`src/rtl/lsu_pkg.sv`:
```
// Shared types and constants for the load/store memory master.
// Holds funct3 codes, FSM states, latched load context and access-size helper.
package lsu_pkg;

  localparam logic [2:0] F3_B  = 3'b000;
  localparam logic [2:0] F3_H  = 3'b001;
  localparam logic [2:0] F3_W  = 3'b010;
  localparam logic [2:0] F3_BU = 3'b100;
  localparam logic [2:0] F3_HU = 3'b101;

  typedef enum logic [1:0] {
    IDLE,
    RD_WAIT,
    RESP
  } state_t;

  typedef struct packed {
    logic [2:0] f3;
    logic [1:0] off;
  } ld_ctx_t;

  // Access size in bytes; low two funct3 bits select B/H/W.
  function automatic logic [2:0] size_of(input logic [2:0] f3);
    logic [2:0] s;
    s = 3'd1;
    case (f3[1:0])
      2'b00:   s = 3'd1;
      2'b01:   s = 3'd2;
      default: s = 3'd4;
    endcase
    return s;
  endfunction

endpackage

```
`src/rtl/lsu_mem_master_load_align.sv`:
```
// Load data aligner: selects byte/half/word lane and sign/zero extends.
// Ports: funct3, offset (byte lane), word (raw memory word) -> result.
module lsu_load_align
  import lsu_pkg::*;
(
  input  logic [2:0]  funct3,
  input  logic [1:0]  offset,
  input  logic [31:0] word,
  output logic [31:0] result
);

  logic [7:0]  lane_b;
  logic [15:0] lane_h;

  always_comb begin
    lane_b = 8'h00;
    case (offset)
      2'd0: lane_b = word[7:0];
      2'd1: lane_b = word[15:8];
      2'd2: lane_b = word[23:16];
      2'd3: lane_b = word[31:24];
      default: lane_b = 8'h00;
    endcase
    lane_h = offset[1] ? word[31:16] : word[15:0];
  end

  always_comb begin
    result = 32'h0;
    case (funct3)
      F3_B:    result = {{24{lane_b[7]}}, lane_b};
      F3_BU:   result = {24'h0, lane_b};
      F3_H:    result = {{16{lane_h[15]}}, lane_h};
      F3_HU:   result = {16'h0, lane_h};
      F3_W:    result = word;
      default: result = 32'h0;
    endcase
  end

endmodule

```
`src/rtl/lsu_mem_master.sv`:
```
// RV32I load/store master: byte-masked word accesses to a synchronous memory,
// one response per request. Ports: req_*, resp_*, mem_*. Macro: LSU_MISALIGN_TRAP_EN.
module lsu_mem_master
  import lsu_pkg::*;
#(
  parameter int unsigned MEM_BYTES = 131072
) (
  input  logic        clk,
  input  logic        rst,
  input  logic        req_valid,
  output logic        req_ready,
  input  logic        req_is_store,
  input  logic [2:0]  req_funct3,
  input  logic [31:0] req_addr,
  input  logic [31:0] req_wdata,
  output logic        resp_valid,
  input  logic        resp_ready,
  output logic [31:0] resp_rdata,
  output logic        resp_fault,
  output logic [31:0] mem_addr,
  output logic        mem_ren,
  output logic        mem_wen,
  output logic [31:0] mem_wdata,
  output logic [3:0]  mem_mask,
  input  logic [31:0] mem_rdata
);

  state_t      state_q, state_d;
  ld_ctx_t     ctx_q;
  logic [31:0] rdata_q;
  logic        fault_q;

  logic        is_b, is_h, is_w;
  logic [1:0]  off;
  logic        misal, illegal, range_err, fault;
  logic        accept, go;
  logic [32:0] end_addr;
  logic [3:0]  mask;
  logic [31:0] ld_data;

  assign is_b = req_funct3[1:0] == 2'b00;
  assign is_h = req_funct3[1:0] == 2'b01;
  assign is_w = req_funct3[1:0] == 2'b10;

`ifdef LSU_MISALIGN_TRAP_EN
  assign off   = req_addr[1:0];
  assign misal = (is_h && req_addr[0]) || (is_w && |req_addr[1:0]);
`else
  // Misaligned accesses silently round down to their natural boundary.
  assign off   = is_w ? 2'b00 : (is_h ? {req_addr[1], 1'b0} : req_addr[1:0]);
  assign misal = 1'b0;
`endif

  always_comb begin
    illegal = 1'b0;
    if (req_is_store)
      illegal = req_funct3[2] || (req_funct3 == 3'b011);
    else
      illegal = (req_funct3 == 3'b011) || (req_funct3 == 3'b110) ||
                (req_funct3 == 3'b111);
  end

  // Range uses the raw address so a wrapped tail still faults.
  assign end_addr  = {1'b0, req_addr} + 33'(size_of(req_funct3)) - 33'd1;
  assign range_err = end_addr >= 33'(MEM_BYTES);
  assign fault     = illegal || misal || range_err;

  assign req_ready = state_q == IDLE;
  assign accept    = req_valid && req_ready;
  assign go        = accept && !fault && !rst;

  always_comb begin
    mask = 4'b1111;
    unique case (1'b1)
      is_b:    mask = 4'b0001 << off;
      is_h:    mask = 4'b0011 << off;
      default: mask = 4'b1111;
    endcase
  end

  always_comb begin
    mem_wdata = req_wdata;
    case (req_funct3[1:0])
      2'b00:   mem_wdata = {4{req_wdata[7:0]}};
      2'b01:   mem_wdata = {2{req_wdata[15:0]}};
      default: mem_wdata = req_wdata;
    endcase
  end

  assign mem_addr = {req_addr[31:2], off};
  assign mem_ren  = go && !req_is_store;
  assign mem_wen  = go && req_is_store;
  assign mem_mask = mem_wen ? mask : 4'b0000;

  lsu_load_align u_align (
    .funct3 (ctx_q.f3),
    .offset (ctx_q.off),
    .word   (mem_rdata),
    .result (ld_data)
  );

  always_comb begin
    state_d = state_q;
    unique case (state_q)
      IDLE:
        if (accept)
          state_d = (fault || req_is_store) ? RESP : RD_WAIT;
      RD_WAIT:
        state_d = RESP;
      RESP:
        if (resp_ready)
          state_d = IDLE;
      default:
        state_d = IDLE;
    endcase
  end

  always_ff @(posedge clk) begin
    if (rst) begin
      state_q <= IDLE;
      ctx_q   <= '0;
      rdata_q <= 32'h0;
      fault_q <= 1'b0;
    end else begin
      state_q <= state_d;
      if (accept) begin
        ctx_q   <= '{f3: req_funct3, off: off};
        rdata_q <= 32'h0;
        fault_q <= fault;
      end else if (state_q == RD_WAIT) begin
        rdata_q <= ld_data;
      end
    end
  end

  assign resp_valid = state_q == RESP;
  assign resp_rdata = rdata_q;
  assign resp_fault = fault_q;

endmodule

```
`config.mk`:
```
export PLATFORM = sky130hd
export DESIGN_NAME = lsu_mem_master
export DESIGN_NICKNAME = d
export VERILOG_FILES = /design/src/rtl/lsu_pkg.sv /design/src/rtl/lsu_mem_master_load_align.sv /design/src/rtl/lsu_mem_master.sv
export SDC_FILE = /design/constraint.sdc
export NUM_CORES = 1
export LEC_CHECK = 0
export BUFFER_PORTS_ARGS = -buffer_cell sky130_fd_sc_hd__buf_2
export CORE_MARGIN = 3
export CORE_UTILIZATION = 45
export DETAILED_ROUTE_END_ITERATION = 16
export PLACE_DENSITY_LB_ADDON = 0.3
export SYNTH_ARGS = -nofsm -noshare
export SYNTH_HDL_FRONTEND = slang
export SYNTH_SLANG_ARGS = --single-unit
```
`constraint.sdc`:
```
create_clock -name clk -period 3.55 [get_ports clk]
set_input_delay 0.1775 -clock clk [delete_from_list [all_inputs] [get_ports clk]]
set_output_delay 0.1775 -clock clk [all_outputs]
set_load 0.01 [all_outputs]
```
; After elaboration in Yosys (flattened, before gate mapping)
; Cells that the tools add are included.
; W data, S select, Z words.
[classes]
n_addsub = 2
magnitude_cmp = 1
n_eq_ne = 16
n_shift = 2
muxes = 14
reduce_logical = 19
[op_table]
columns = op, n
row1 = $pmux W32 S5, 1
row2 = $pmux W32 S2, 1
row3 = $add A32 B3 Y33, 1
row4 = $ge A33 B18 Y1 const B, 1
row5 = $sub A33 B1 Y33 const B, 1
row6 = $pmux W8 S4, 1
row7 = $mux W16, 1
row8 = $eq A3 B3 Y1 const B, 4
row9 = $eq A2 B2 Y1 const B, 4
row10 = $mux W2, 4
row11 = $pmux W4 S2, 1
row12 = $eq A2 B1 Y1 const B, 3
row13 = $eq A3 B2 Y1 const B, 2
row14 = $logic_not A2 Y1, 3
row15 = $pmux W2 S3, 1
row16 = $pmux W3 S2, 1
row17 = $logic_and A1 B1 Y1, 5
row18 = $logic_or A1 B1 Y1, 5
row19 = $mux W4, 1
row20 = $ne A2 B1 Y1 const B, 2
row21 = $shl A1 B2 Y4 const A, 1
row22 = $shl A2 B2 Y4 const A, 1
row23 = $eq A3 B1 Y1 const B, 1
row24 = $logic_not A1 Y1, 3
row25 = other kinds (4), 5
[word_totals]
register_bits = 40
elab_cells = 59

; Logic depth before layout (Yosys ltp)
[logic_depth]
ltp_word = 11
depth_mapped = 17
depth_no_buf = 16

; Cells and area by module
; From an unflattened synthesis, not the netlist that was laid out.
[unflattened]
cells_unflattened = 746
hier_area_um2 = 5460.2
[modules_own_cells]
columns = module, n_inst, cells_per_inst, area_each_um2
row1 = lsu_mem_master, 1, 618, 4394.2
row2 = lsu_load_align, 1, 128, 1066.0

; Worst setup path after synthesis
; OpenSTA, ideal clock, no wires.
[synth_path]
path_kind = input to output
startpoint = input port req_funct3[0]
endpoint = output port mem_mask[0]
arrival_ps = 3384
required_ps = 3372
slack_ps = -11
stages = 17
path_buffers = 1
cell_sequence = clkbuf_1 > nor2_1 > inv_1 > ha_1 > inv_1 > ha_1 > inv_1 > fa_1 > nand2b_1 > a21oi_1 > o211a_1 > nor3_1 > o21ai_0 > xor2_1 > a41oi_1 > nand4_1 > nor2_1
[synth_between]
elab_chain_len = 11
word_cells_on_any_way = 25
[synth_rtl]
columns = element, line
row1 = "start, declared", lsu_mem_master.sv:13  ; input logic [2:0] req_funct3,
row2 = $eq A2 B1 Y1 or $logic_not A2 Y1 (tied branches), "lsu_pkg.sv:26, lsu_mem_master.sv:42, lsu_mem_master.sv:41"
row3 = $pmux W3 S2, lsu_pkg.sv:26  ; case (f3[1:0])
row4 = $add A32 B3 Y33, lsu_mem_master.sv:64  ; assign end_addr = {1'b0, req_addr} + 33'(size_of(req_funct3)) - 33'd1;
row5 = $sub A33 B1 Y33, lsu_mem_master.sv:64
row6 = $ge A33 B18 Y1, lsu_mem_master.sv:65  ; assign range_err = end_addr >= 33'(MEM_BYTES);
row7 = $logic_or A1 B1 Y1, lsu_mem_master.sv:66  ; assign fault = illegal || misal || range_err;
row8 = $logic_not A1 Y1, lsu_mem_master.sv:70  ; assign go = accept && !fault && !rst;
row9 = $logic_and A1 B1 Y1 (2 in a row), lsu_mem_master.sv:70
row10 = $logic_and A1 B1 Y1, lsu_mem_master.sv:92  ; assign mem_wen = go && req_is_store;
row11 = $mux W4 (*), lsu_mem_master.sv:93  ; assign mem_mask = mem_wen ? mask : 4'b0000;
row12 = "end, declared", lsu_mem_master.sv:24  ; output logic [3:0] mem_mask,
; Every way passes the cells marked *; elsewhere a longest branch is shown, timed or not.

; Worst setup path in the final report
[layout_path]
startpoint = input port req_funct3[1]
endpoint = output port mem_mask[0]
; The elaborated chain is that of the path after synthesis.

==> results.toml <==
[finish]
diodes = 0
num-nets-final = 1025
final_util_pct = 55.8
final_cell_area_um2 = 6080
stdcell_count = 1027
drive_above_1_share_pct = 30.2
synthToLayoutAreaGrowth_pct = 20.6

[power]
seqPwrFrac_pct = 30.3
p_per_area_nw_per_um2 = 251
switchingPower_mw = 0.599
p_total_mw = 1.52
leakagePower_nw = 2.95
switching_share_pct = 39.3
combPwrFrac_pct = 49.3
peakVddDrop_mv = 0.158
clkPwrFrac_pct = 20.4
intPower_mw = 0.926

[floorplan]
io-pin-count = 209
fp.dieW_um = 112
dieHeight_um = 112
dieArea_um2 = 12500
rows = 38
core_area_um2 = 10900
initial_core_util_pct = 46.3

[cts]
clk_pin_slew_ns = 0.08
root_buffer = "clkbuf_8"
worst_skew_pair.late_latency_ns = 0.29
numCtsBuffers = 5
cts.htree.levels = 2
cts_tree = "done"
cts.sinks = 40
cts_buffer_depth = 2

[critical_path]
startpoint = "req_funct3[1]"
worst-r2r-cell-count = 7
arrival_ns = 3.22
crit_top_cell = "buf_4"
critPathMaxFanout = 5
end_kind = "output pin"
reg2reg_slack_ns = 1.15
crit_chain = "buf_2 -> inv_2 -> ha_1 -> inv_1 -> ha_1 -> a21o_1 -> nand4_1 -> a21oi_4 -> o21ai_0 -> buf_4 -> nor2_1 -> o311ai_0 -> buf_4 -> nor4_2 -> nand4_1 -> buf_4 -> nor2_1 -> buf_2"
cp-start-kind = "input pin"
reg2reg_from = "ctx_q[0]"
required_ns = 3.37
worstSetupPathType = "input pin to output pin"
cp-endpoint = "mem_mask[0]"
critPathMaxStageDelay_ns = 0.35
reg2reg_to = "resp_rdata[18]"
cpMaxStageDelayCell = "ha_1"

[synthesis]
synth-compound-area-share_pct = 30.6
ys_async_sr_fraction_pct = 0
ys_types = 63
synthesis.instances = 731
synth_fp_nets = 870
synth_top_family_by_area = "compound AO/OA/AOI/OAI gates"
synth_ff_type = "dfxtp_1"
synth_simple_gate_area_share_pct = 20.9
synth_xor_area_share_pct = 1.91
yosysWarnings = 0
avgSynthCellArea_um2 = 6.89
synth_edf_count = 0
synth-adder-area-share_pct = 8.84
yosysTopAreaCell = "dfxtp_1"
syn-cell-area_um2 = 5040
synth_top_cells_by_count = "117 x a21oi_1, 72 x nor2_1, 67 x nand2_1"
synth_top_area_share_pct = 15.9
yosysSeqAreaShare_pct = 15.9
synth-seq-cells = 40
synth_mux_area_share_pct = 8.59
yosysMostFrequentCell = "a21oi_1"
synth_area_leaders = "dfxtp_1 16%, a21oi_1 12%, ha_1 8.4%, buf_4 5.8%, nor2_1 5.4%"

[worst_hold_path]
hold_path.class = "input pin to flip-flop"

[sta]
finalHoldViolCount = 0
clock_skew_ns = 0.00651
final_max_slew_viol_count = 0
timing.final.crit_share_pct = 95.6
setup_violations = 0
max_freq_mhz = 295
worst_slew_pin_slew_ns = 1.15
slew_headroom_pct = 23.1
min_period_ns = 3.39

[drt]
viasPerCell = 5.69
drt_iter0_markers = 508
vias = 5841
drt_wl_total_um = 15000
drtPass1Iterations = 6
wire_per_inst_um = 14.6
drc = 0
ant_nets = 0

[place]
portBuffers = 208
hpwl_um = 12000
dpl_cell_area_um2 = 5930
placed_cells = 1018
globalplace.congestion = 0.937

[grt]
busiest_layer = "met2"
gr-total-overflow = 0
use_met3_pct = 3.59
gr-usage-met1_pct = 33.5
grt_max_degree = 34
grt.total_usage_pct = 22.6
grt_pass1_vias = 5149
use_met2_pct = 34.7
grt_pass1_wl_um = 24500
antenna_found_initial = 1

[outcome]
status = "completed"

[flow_run]
maxCapViolations = 0
==> kinds of logic (layout without fill, tap and decap cells) <==
group | after synthesis | in the layout
compound gates | 249 | 249
xor+xnor | 11 | 11
fa+ha+maj | 35 | 35
buf+inv | 134 | 290
flops | 40 | 40
mux | 41 | 41
simple gates | 221 | 221
==> cells in the final DEF (no fill, tap or decap), types with 11 or more instances in the layout <==
master / count
inv_1: 55
nor3_1: 12
a21oi_1: 116
buf_2: 208
nand2_1: 67
mux2_2: 18
buf_4: 18
mux2i_1: 23
nor2_1: 70
ha_1: 34
a22oi_1: 11
a21o_1: 11
dfxtp_1: 40
o21ai_0: 34
==> worst max-delay path, delay by kind of cell <==
family | cells | cell delay, ns
adder cells (fa/ha/maj) | 2 | 0.63
AND/OR/NAND/NOR | 5 | 0.79
AO/OA/AOI/OAI | 4 | 0.71
buffers and inverters | 7 | 0.92
==> flip-flops by register name, summed over array words and instances, names as in the netlist <==
name / count
ctx_q: 5
state_q: 2
resp_fault: 1
resp_rdata: 32
==> what timing repair did <==
action / in CTS / in global routing
gates cloned: 0 / 0
resized for setup: 1 / 10
setup buffers: 0 / 1
endpoints found under the setup margin: 5 / 6
endpoints found under the hold margin: 0 / 0
hold buffers: 0 / 0
pin swaps: 0 / 7
==> how the worst min path moves through the flow <==
stage                       start            end  slack, ns  cells after the start
floorplan           req_funct3[2]       ctx_q[4]       0.31                      2
global placement    resp_rdata[5]  resp_rdata[5]       0.44                      2
detailed placement  resp_rdata[5]  resp_rdata[5]       0.44                      2
CTS                 req_funct3[2]       ctx_q[4]       0.15                      3
global route        req_funct3[2]       ctx_q[4]       0.15                      3
finish              req_funct3[2]       ctx_q[4]       0.15                      3
==> power groups by stage <==
stage	Combinational (mW)	Sequential (mW)	Clock [mW]
6_report	0.751	0.463	0.311
4_1_cts	0.733	0.462	0.319
2_1_floorplan	0.523	0.467	0
5_1_grt	0.837	0.464	0.339
3_3_place_gp	0.727	0.473	0
3_5_place_dp	0.727	0.473	0
==> routing by layer <==
| layer | part of all wire, % | wire, um |
|---|---|---|
| met1 | 46 | 6900 |
| met2 | 44 | 6560 |
| met3 | 8.6 | 1290 |
| met4 | 1.4 | 214 |
| met5 | 0.047 | 7 |
==> final cells by class <==
cell class | count | area [um^2]
Clock buffer | 8 | 90.1
Multi-Input combinational cell | 557 | 3620
Timing Repair Buffer | 226 | 1180
Sequential cell | 40 | 801
Inverter | 56 | 210
Fill cell | 1090 | 4810
Tap cell | 140 | 175
==> stage by stage <==
step                      hold WS (ns)  worst slack [ns]  TNS [ns]
after detailed placement         0.444           -0.0667    -0.243
after global routing             0.154           -0.0484    -0.160
after global placement           0.442           -0.0344    -0.126
after CTS                        0.147            0.0229         0
final                            0.150             0.155         0
after floorplan                  0.313             0.125         0
(Power assumes the default switching activity.)
